File: src/rtl/pass_through_arb_pkg.sv
// Shared types, default sizes and the round-robin pick helper for the pass-through arbiter.
package pass_through_arb_pkg;

  typedef enum logic {ARB_IDLE, ARB_BURST} arb_state_t;

  localparam int unsigned DataWidthDef = 8;
  localparam int unsigned NReqDef      = 4;
  localparam int unsigned BurstLenDef  = 4;

  // Widest supported requester set; the helper works at this width.
  localparam int unsigned MaxReq = 16;
  localparam int unsigned IdxW   = 4;
  localparam int unsigned PickW  = IdxW + 1;

  // First set bit of req at or after ptr, wrapping modulo n. Returns {found, idx}.
  function automatic logic [PickW-1:0] rr_pick(input logic [MaxReq-1:0] req,
                                               input logic [IdxW-1:0]   ptr,
                                               input logic [PickW-1:0]  n);
    logic            found;
    logic [IdxW-1:0] idx;
    logic [PickW-1:0] pos;
    found = 1'b0;
    idx   = '0;
    pos   = '0;
    for (int k = 0; k < MaxReq; k++) begin
      pos = {1'b0, ptr} + PickW'(k);
      if (pos >= n) pos = pos - n;
      if (!found && (PickW'(k) < n) && req[pos[IdxW-1:0]]) begin
        found = 1'b1;
        idx   = pos[IdxW-1:0];
      end
    end
    return {found, idx};
  endfunction

endpackage

File: src/rtl/rr_priority_pick.sv
// Combinational rotate / priority-encode / unrotate: first requester at or after ptr.
module rr_priority_pick
  import pass_through_arb_pkg::*;
#(
  parameter int unsigned n_req_g = NReqDef,
  parameter int unsigned idx_w_g = $clog2(n_req_g)
) (
  input  logic [n_req_g-1:0] req,
  input  logic [idx_w_g-1:0] ptr,
  output logic               found,
  output logic [idx_w_g-1:0] idx
);

  logic [PickW-1:0] w_pick;

  // Pick is done at the package's maximum width; unused request bits are zero.
  assign w_pick = rr_pick(MaxReq'(req), IdxW'(ptr), PickW'(n_req_g));
  assign found  = w_pick[IdxW];
  assign idx    = w_pick[idx_w_g-1:0];

  if (idx_w_g < IdxW) begin : g_hi
    // High index bits are always zero because indices never reach n_req_g.
    logic w_unused_hi;
    assign w_unused_hi = |w_pick[IdxW-1:idx_w_g];
  end

endmodule

File: src/rtl/pass_through_rr_arbiter.sv
// Round-robin arbiter with bounded bursts feeding one registered a/b -> x/y stage.
module pass_through_rr_arbiter
  import pass_through_arb_pkg::*;
#(
  parameter int unsigned data_width_g = DataWidthDef,
  parameter int unsigned n_req_g      = NReqDef,
  parameter int unsigned burst_len_g  = BurstLenDef
) (
  input  logic                              clk,
  input  logic                              rst_n,
  input  logic [n_req_g-1:0]                req_valid_in,
  output logic [n_req_g-1:0]                req_ready_out,
  input  logic [n_req_g*data_width_g-1:0]   a_in,
  input  logic [n_req_g*data_width_g-1:0]   b_in,
  output logic [data_width_g-1:0]           x_out,
  output logic [data_width_g-1:0]           y_out,
  output logic [$clog2(n_req_g)-1:0]        src_out,
  output logic                              valid_out,
  input  logic                              ready_in
);

  localparam int unsigned IW = $clog2(n_req_g);
  localparam int unsigned BW = $clog2(burst_len_g + 1);

  arb_state_t r_state, w_state_nxt;
  logic [IW-1:0] r_owner, w_owner_nxt;
  logic [IW-1:0] r_ptr, w_ptr_nxt;
  logic [BW-1:0] r_burst, w_burst_nxt;

  logic [data_width_g-1:0] r_x, r_y;
  logic [IW-1:0]           r_src;
  logic                    r_valid;

  logic                    w_slot_free;
  logic                    w_owner_cont;
  logic [IW-1:0]           w_owner_inc;
  logic [IW-1:0]           w_pick_ptr;
  logic                    w_found;
  logic [IW-1:0]           w_idx;
  logic                    w_accept;
  logic [IW-1:0]           w_sel;
  logic [data_width_g-1:0] w_a, w_b;

  // Reset gates the slot so nothing is offered ready while rst_n is low.
  assign w_slot_free  = (!r_valid || ready_in) && rst_n;
  assign w_owner_inc  = (r_owner == IW'(n_req_g - 1)) ? '0 : r_owner + IW'(1);
  assign w_owner_cont = (r_state == ARB_BURST) && req_valid_in[r_owner] &&
                        (r_burst < BW'(burst_len_g));
  // On burst end the search starts just past the old owner, same cycle.
  assign w_pick_ptr   = (r_state == ARB_BURST) ? w_owner_inc : r_ptr;

  rr_priority_pick #(
    .n_req_g (n_req_g),
    .idx_w_g (IW)
  ) u_pick (
    .req   (req_valid_in),
    .ptr   (w_pick_ptr),
    .found (w_found),
    .idx   (w_idx)
  );

  // Next-state, grant selection and burst accounting; everything freezes on stall.
  always_comb begin
    w_state_nxt = r_state;
    w_owner_nxt = r_owner;
    w_ptr_nxt   = r_ptr;
    w_burst_nxt = r_burst;
    w_accept    = 1'b0;
    w_sel       = r_owner;
    if (w_slot_free) begin
      unique case (r_state)
        ARB_IDLE: begin
          if (w_found) begin
            w_accept    = 1'b1;
            w_sel       = w_idx;
            w_owner_nxt = w_idx;
            w_burst_nxt = BW'(1);
            w_state_nxt = ARB_BURST;
          end
        end
        ARB_BURST: begin
          if (w_owner_cont) begin
            w_accept    = 1'b1;
            w_sel       = r_owner;
            w_burst_nxt = r_burst + BW'(1);
          end else begin
            w_ptr_nxt = w_owner_inc;
            if (w_found) begin
              w_accept    = 1'b1;
              w_sel       = w_idx;
              w_owner_nxt = w_idx;
              w_burst_nxt = BW'(1);
            end else begin
              w_burst_nxt = '0;
              w_state_nxt = ARB_IDLE;
            end
          end
        end
        default: w_state_nxt = ARB_IDLE;
      endcase
    end
  end

  // One-hot ready to the granted requester only.
  always_comb begin
    req_ready_out = '0;
    if (w_accept) req_ready_out[w_sel] = 1'b1;
  end

  // Operand mux for the granted requester.
  always_comb begin
    w_a = '0;
    w_b = '0;
    for (int i = 0; i < n_req_g; i++) begin
      if (w_sel == IW'(i)) begin
        w_a = a_in[i*data_width_g +: data_width_g];
        w_b = b_in[i*data_width_g +: data_width_g];
      end
    end
  end

  // Arbiter state registers.
  always_ff @(posedge clk or negedge rst_n) begin
    if (!rst_n) begin
      r_state <= ARB_IDLE;
      r_owner <= '0;
      r_ptr   <= '0;
      r_burst <= '0;
    end else begin
      r_state <= w_state_nxt;
      r_owner <= w_owner_nxt;
      r_ptr   <= w_ptr_nxt;
      r_burst <= w_burst_nxt;
    end
  end

  // Output slot: load on accept, clear valid on drain, hold otherwise.
  always_ff @(posedge clk or negedge rst_n) begin
    if (!rst_n) begin
      r_x     <= '0;
      r_y     <= '0;
      r_src   <= '0;
      r_valid <= 1'b0;
    end else if (w_accept) begin
      r_x     <= w_a;
      r_y     <= w_b;
      r_src   <= w_sel;
      r_valid <= 1'b1;
    end else if (ready_in) begin
      r_valid <= 1'b0;
    end
  end

  assign x_out     = r_x;
  assign y_out     = r_y;
  assign src_out   = r_src;
  assign valid_out = r_valid;

endmodule
File: config.mk
export PLATFORM = sky130hd
export DESIGN_NAME = pass_through_rr_arbiter
export DESIGN_NICKNAME = d
export VERILOG_FILES = /design/src/rtl/pass_through_arb_pkg.sv /design/src/rtl/rr_priority_pick.sv /design/src/rtl/pass_through_rr_arbiter.sv
export SDC_FILE = /design/constraint.sdc
export NUM_CORES = 1
export LEC_CHECK = 0
export ABC_AREA = 1
export BUFFER_PORTS_ARGS = -buffer_cell sky130_fd_sc_hd__buf_2
export CAP_MARGIN = 25
export CORE_MARGIN = 3
export CORE_UTILIZATION = 51
export DETAILED_ROUTE_END_ITERATION = 7
export GPL_TIMING_DRIVEN = 0
export PLACE_DENSITY_LB_ADDON = 0.05
export RECOVER_POWER = 100
export SLEW_MARGIN = 20
export SYNTH_ARGS = -nofsm -noshare
export SYNTH_HDL_FRONTEND = slang
export SYNTH_SLANG_ARGS = --single-unit
File: constraint.sdc
create_clock -name clk -period 5.9 [get_ports clk]
set_clock_uncertainty 0.2 [all_clocks]
set_input_delay 1.18 -clock clk [delete_from_list [all_inputs] [get_ports clk]]
set_output_delay 1.18 -clock clk [all_outputs]
set_load 0.005 [all_outputs]
==> flow_metrics.py <==
metrics = {
    "floorplan": {
        "io_pins": 94,
        "core_area_sq_um": 3830,
        "dieArea_sq_um": 4970,
        "rows": 22,
        "die_w_microns": 70.5,
        "initial_utilization_pct": 55.4,
        "die-height_microns": 70.5,
    },
    "finish": {
        "drive_gt1_share_pct": 25.6,
        "final_cell_count_no_fill": 466,
        "nNetsFinal": 494,
        "n_fill_cell": 396,
        "fin_util_pct": 68.5,
        "diodes": 0,
        "multi_input_area_sq_um": 1210,
        "area_growth_syn_to_layout_pct": 23.7,
        "stdcell_area_sq_um": 2620,
        "register_area_sq_um": 676,
    },
    "clocking": {
        "cts_resized": 0,
        "clock_path_buffers": 2,
        "cts_tree": "built",
        "clk_pin_slew_ns": 0.10,
        "cts_made_buffers": 3,
        "clock_sinks": 27,
        "cts_max_level": 1,
        "clk_latency_ns": 0.28,
        "hold_buffers": 0,
        "postCtsSetupRepairBufs": 0,
        "root_buffer": "clkbuf_8",
    },
    "timing": {
        "period_needed_ns": 5.25,
        "totalNegativeSetupSlack_ns": 0,
        "tightest_slew_ns": 0.704,
        "fmax_mhz": 190,
        "worst_slack_ns": 0.645,
        "final_max_slew_viol_count": 0,
        "hold_violations": 0,
        "maxSlewHeadroom_pct": 52.6,
        "worst_hold_slack_ns": 0.283,
        "setup-violations-final": 0,
        "rsz0062_at_grt": "no",
        "fin_crit_sh_pct": 89.1,
    },
    "worst_hold_path": {
        "holdPathEnd": "x_out[0]",
        "hold_depth": 2,
        "holdCritStartpoint": "x_out[0]",
        "holdCritPathClass": "reg -> reg",
    },
    "power": {
        "total_power_mw": 1.62,
        "powerDensity_nw_per_um2": 616,
        "vdd_drop_max_mv": 0.390,
        "power_leakage_nw": 1.48,
    },
    "drt": {
        "detail_route.vias_per_cell": 5.29,
        "drc": 0,
        "finalWirelength_microns": 6080,
        "vias": 2465,
        "first_iter_violations": 150,
        "first_pass_iters": 5,
        "ant_nets": 0,
        "detail_route.wl_per_cell_microns": 13.0,
    },
    "synth": {
        "ys_ff_latch": 27,
        "synth-edff-count": 0,
        "synth_area_leader_cell": "dfrtp_1",
        "async_flop_share_pct": 100,
        "ys_top_cells_by_count": "nand2_1, nand3_1, dfrtp_1",
        "synth_top_area_share_pct": 31.9,
        "synth_cell_type_count": 29,
        "ys_warn_count": 0,
        "synth_nets": 396,
        "avgSynthCellArea_sq_um": 6.61,
        "yosysMostFrequentCell": "nand2_1",
        "synth_cells": 321,
        "synth_area_leaders": "dfrtp_1, nand2_1, nand3_1, nand4_1, inv_1",
        "syn_area_sq_um": 2120,
        "synth-seq-area-share_pct": 31.9,
        "synth_top_flop_cell": "dfrtp_1",
    },
    "critical_path": {
        "regToRegEndpoint": "x_out[5]",
        "end_kind": "output port",
        "critical_path.max_fanout": 10,
        "cp_slowest_cell": "dfrtp_1",
        "crit_type": "reg -> out",
        "required_ns": 4.52,
        "regToRegSetupSlack_ns": 1.60,
        "max_stage_delay_ns": 0.43,
        "critPathArrivalTime_ns": 3.87,
        "critPathLaunchType": "flip-flop",
        "crit_chain": "ha_1 > inv_1 > nand2_1 > o21ai_0 > ha_1 > inv_1 > nand3_1 > nand3_1 > nand3_1 > nand2_1 > nand2_1 > nand2_1 > clkbuf_1 > nand2_1 > nor2_1 > clkbuf_1",
        "reg2regPathDepth": 18,
        "rr_startpoint": "r_owner[1]",
        "cp_common_cell": "nand2_1",
    },
    "flow_run": {
        "cap_violations": 0,
    },
    "placement": {
        "place.gp.congestion": 0.879,
        "dp_slack_ns": 1.29,
        "hpwl_microns": 4790,
        "placed_cells": 462,
        "portBuffers": 93,
        "postPlaceCellArea_sq_um": 2650,
    },
    "status": {
        "outcome": "finished, final reports clean",
    },
    "global_routing": {
        "grt_pass1_wl_microns": 10300,
        "grt_antenna_before_repair": 0,
        "grt_pass1_vias": 2360,
        "grtUsageMet1_pct": 32.3,
        "use_met2_pct": 42.7,
        "grt_max_degree": 29,
        "gr-total-overflow": 0,
        "grt_util_met3_pct": 4.03,
        "grt_busiest_layer": "met2",
        "track_usage_pct": 25.1,
    },
}
==> state kept, by name, indices dropped and copies added (netlist names) <==
name,cells
r_burst,3
src_out,2
r_owner,2
y_out,8
r_state,1
r_ptr,2
valid_out,1
x_out,8
==> layout by cell type (no fill, tap or decap) <==
cell / synthesis / layout
dfrtp_1: 27 / 27
nand2_2: 6 / 2
nand4_1: 16 / 16
a21oi_1: 6 / 6
o21a_1: 2 / 2
o21ai_2: 1 / 1
ha_1: 4 / 4
clkinvlp_4: 0 / 1
nand2_4: 3 / 3
o32ai_1: 1 / 1
o21ai_0: 11 / 11
inv_1: 26 / 26
nor3_1: 1 / 1
clkbuf_1: 2 / 13
nor2_2: 4 / 3
buf_6: 4 / 3
nand3b_1: 3 / 3
o211ai_1: 1 / 1
nor2_4: 1 / 1
nand3_1: 59 / 60
inv_2: 1 / 1
nor2_1: 22 / 24
o21ai_1: 1 / 1
buf_2: 3 / 86
buf_4: 2 / 1
clkbuf_8: 0 / 3
nand2_1: 110 / 115
clkbuf_2: 1 / 2
==> metal layers <==
layer,up-vias,wire length (microns),share of wire (%)
met5,-,0,0
met4,0,125,2.1
met3,14,424,7.0
met2,98,3030,50
met1,1106,2500,41
li1,1247,-,-
==> area by class of cell <==
cell class                      count  area share [%]
Multi-Input combinational cell    255            46.0
Clock inverter                      1           0.286
Buffer                             12            2.91
Tap cell                           48            2.29
Sequential cell                    27            25.8
Inverter                           27            3.86
Clock buffer                        3            1.57
Timing Repair Buffer               93            17.3
==> worst max-delay path by stage <==
stage | from | endpoint | slack (ns)
6_report | r_owner[1] | req_ready_out[2] | 0.65
5_1_grt | r_owner[1] | req_ready_out[2] | 0.38
4_1_cts | r_owner[1] | req_ready_out[1] | 0.96
3_5_place_dp | rst_n | req_ready_out[1] | 1.29
3_3_place_gp | rst_n | req_ready_out[1] | 1.30
2_1_floorplan | r_owner[1] | req_ready_out[1] | 2.04
==> cells by family after synthesis <==
family          Yosys count  share of synthesized area, %
compound gates           23                          6.14
simple gates            228                          50.7
flops                    27                          31.9
buf+inv                  39                          8.91
fa+ha+maj                 4                          2.36
==> critical path: cells and delay by family (launching register included) <==
| kind | cells | cell delay [ns] |
|---|---|---|
| buf+inv | 4 | 0.73 |
| simple gates | 9 | 1.46 |
| flops | 1 | 0.43 |
| compound gates | 1 | 0.27 |
| fa+ha+maj | 2 | 0.70 |
==> report_power, final <==
| group | switching [mW] | total (mW) | internal, mW | leakage, nW |
|---|---|---|---|---|
| sequential | 0.0558 | 0.327 | 0.271 | 0.327 |
| clock | 0.0633 | 0.111 | 0.0480 | 0.0217 |
| combinational | 0.765 | 1.18 | 0.412 | 1.13 |
| total | 0.884 | 1.62 | 0.731 | 1.48 |
No activity file was read; power rests on OpenSTA's default activity.
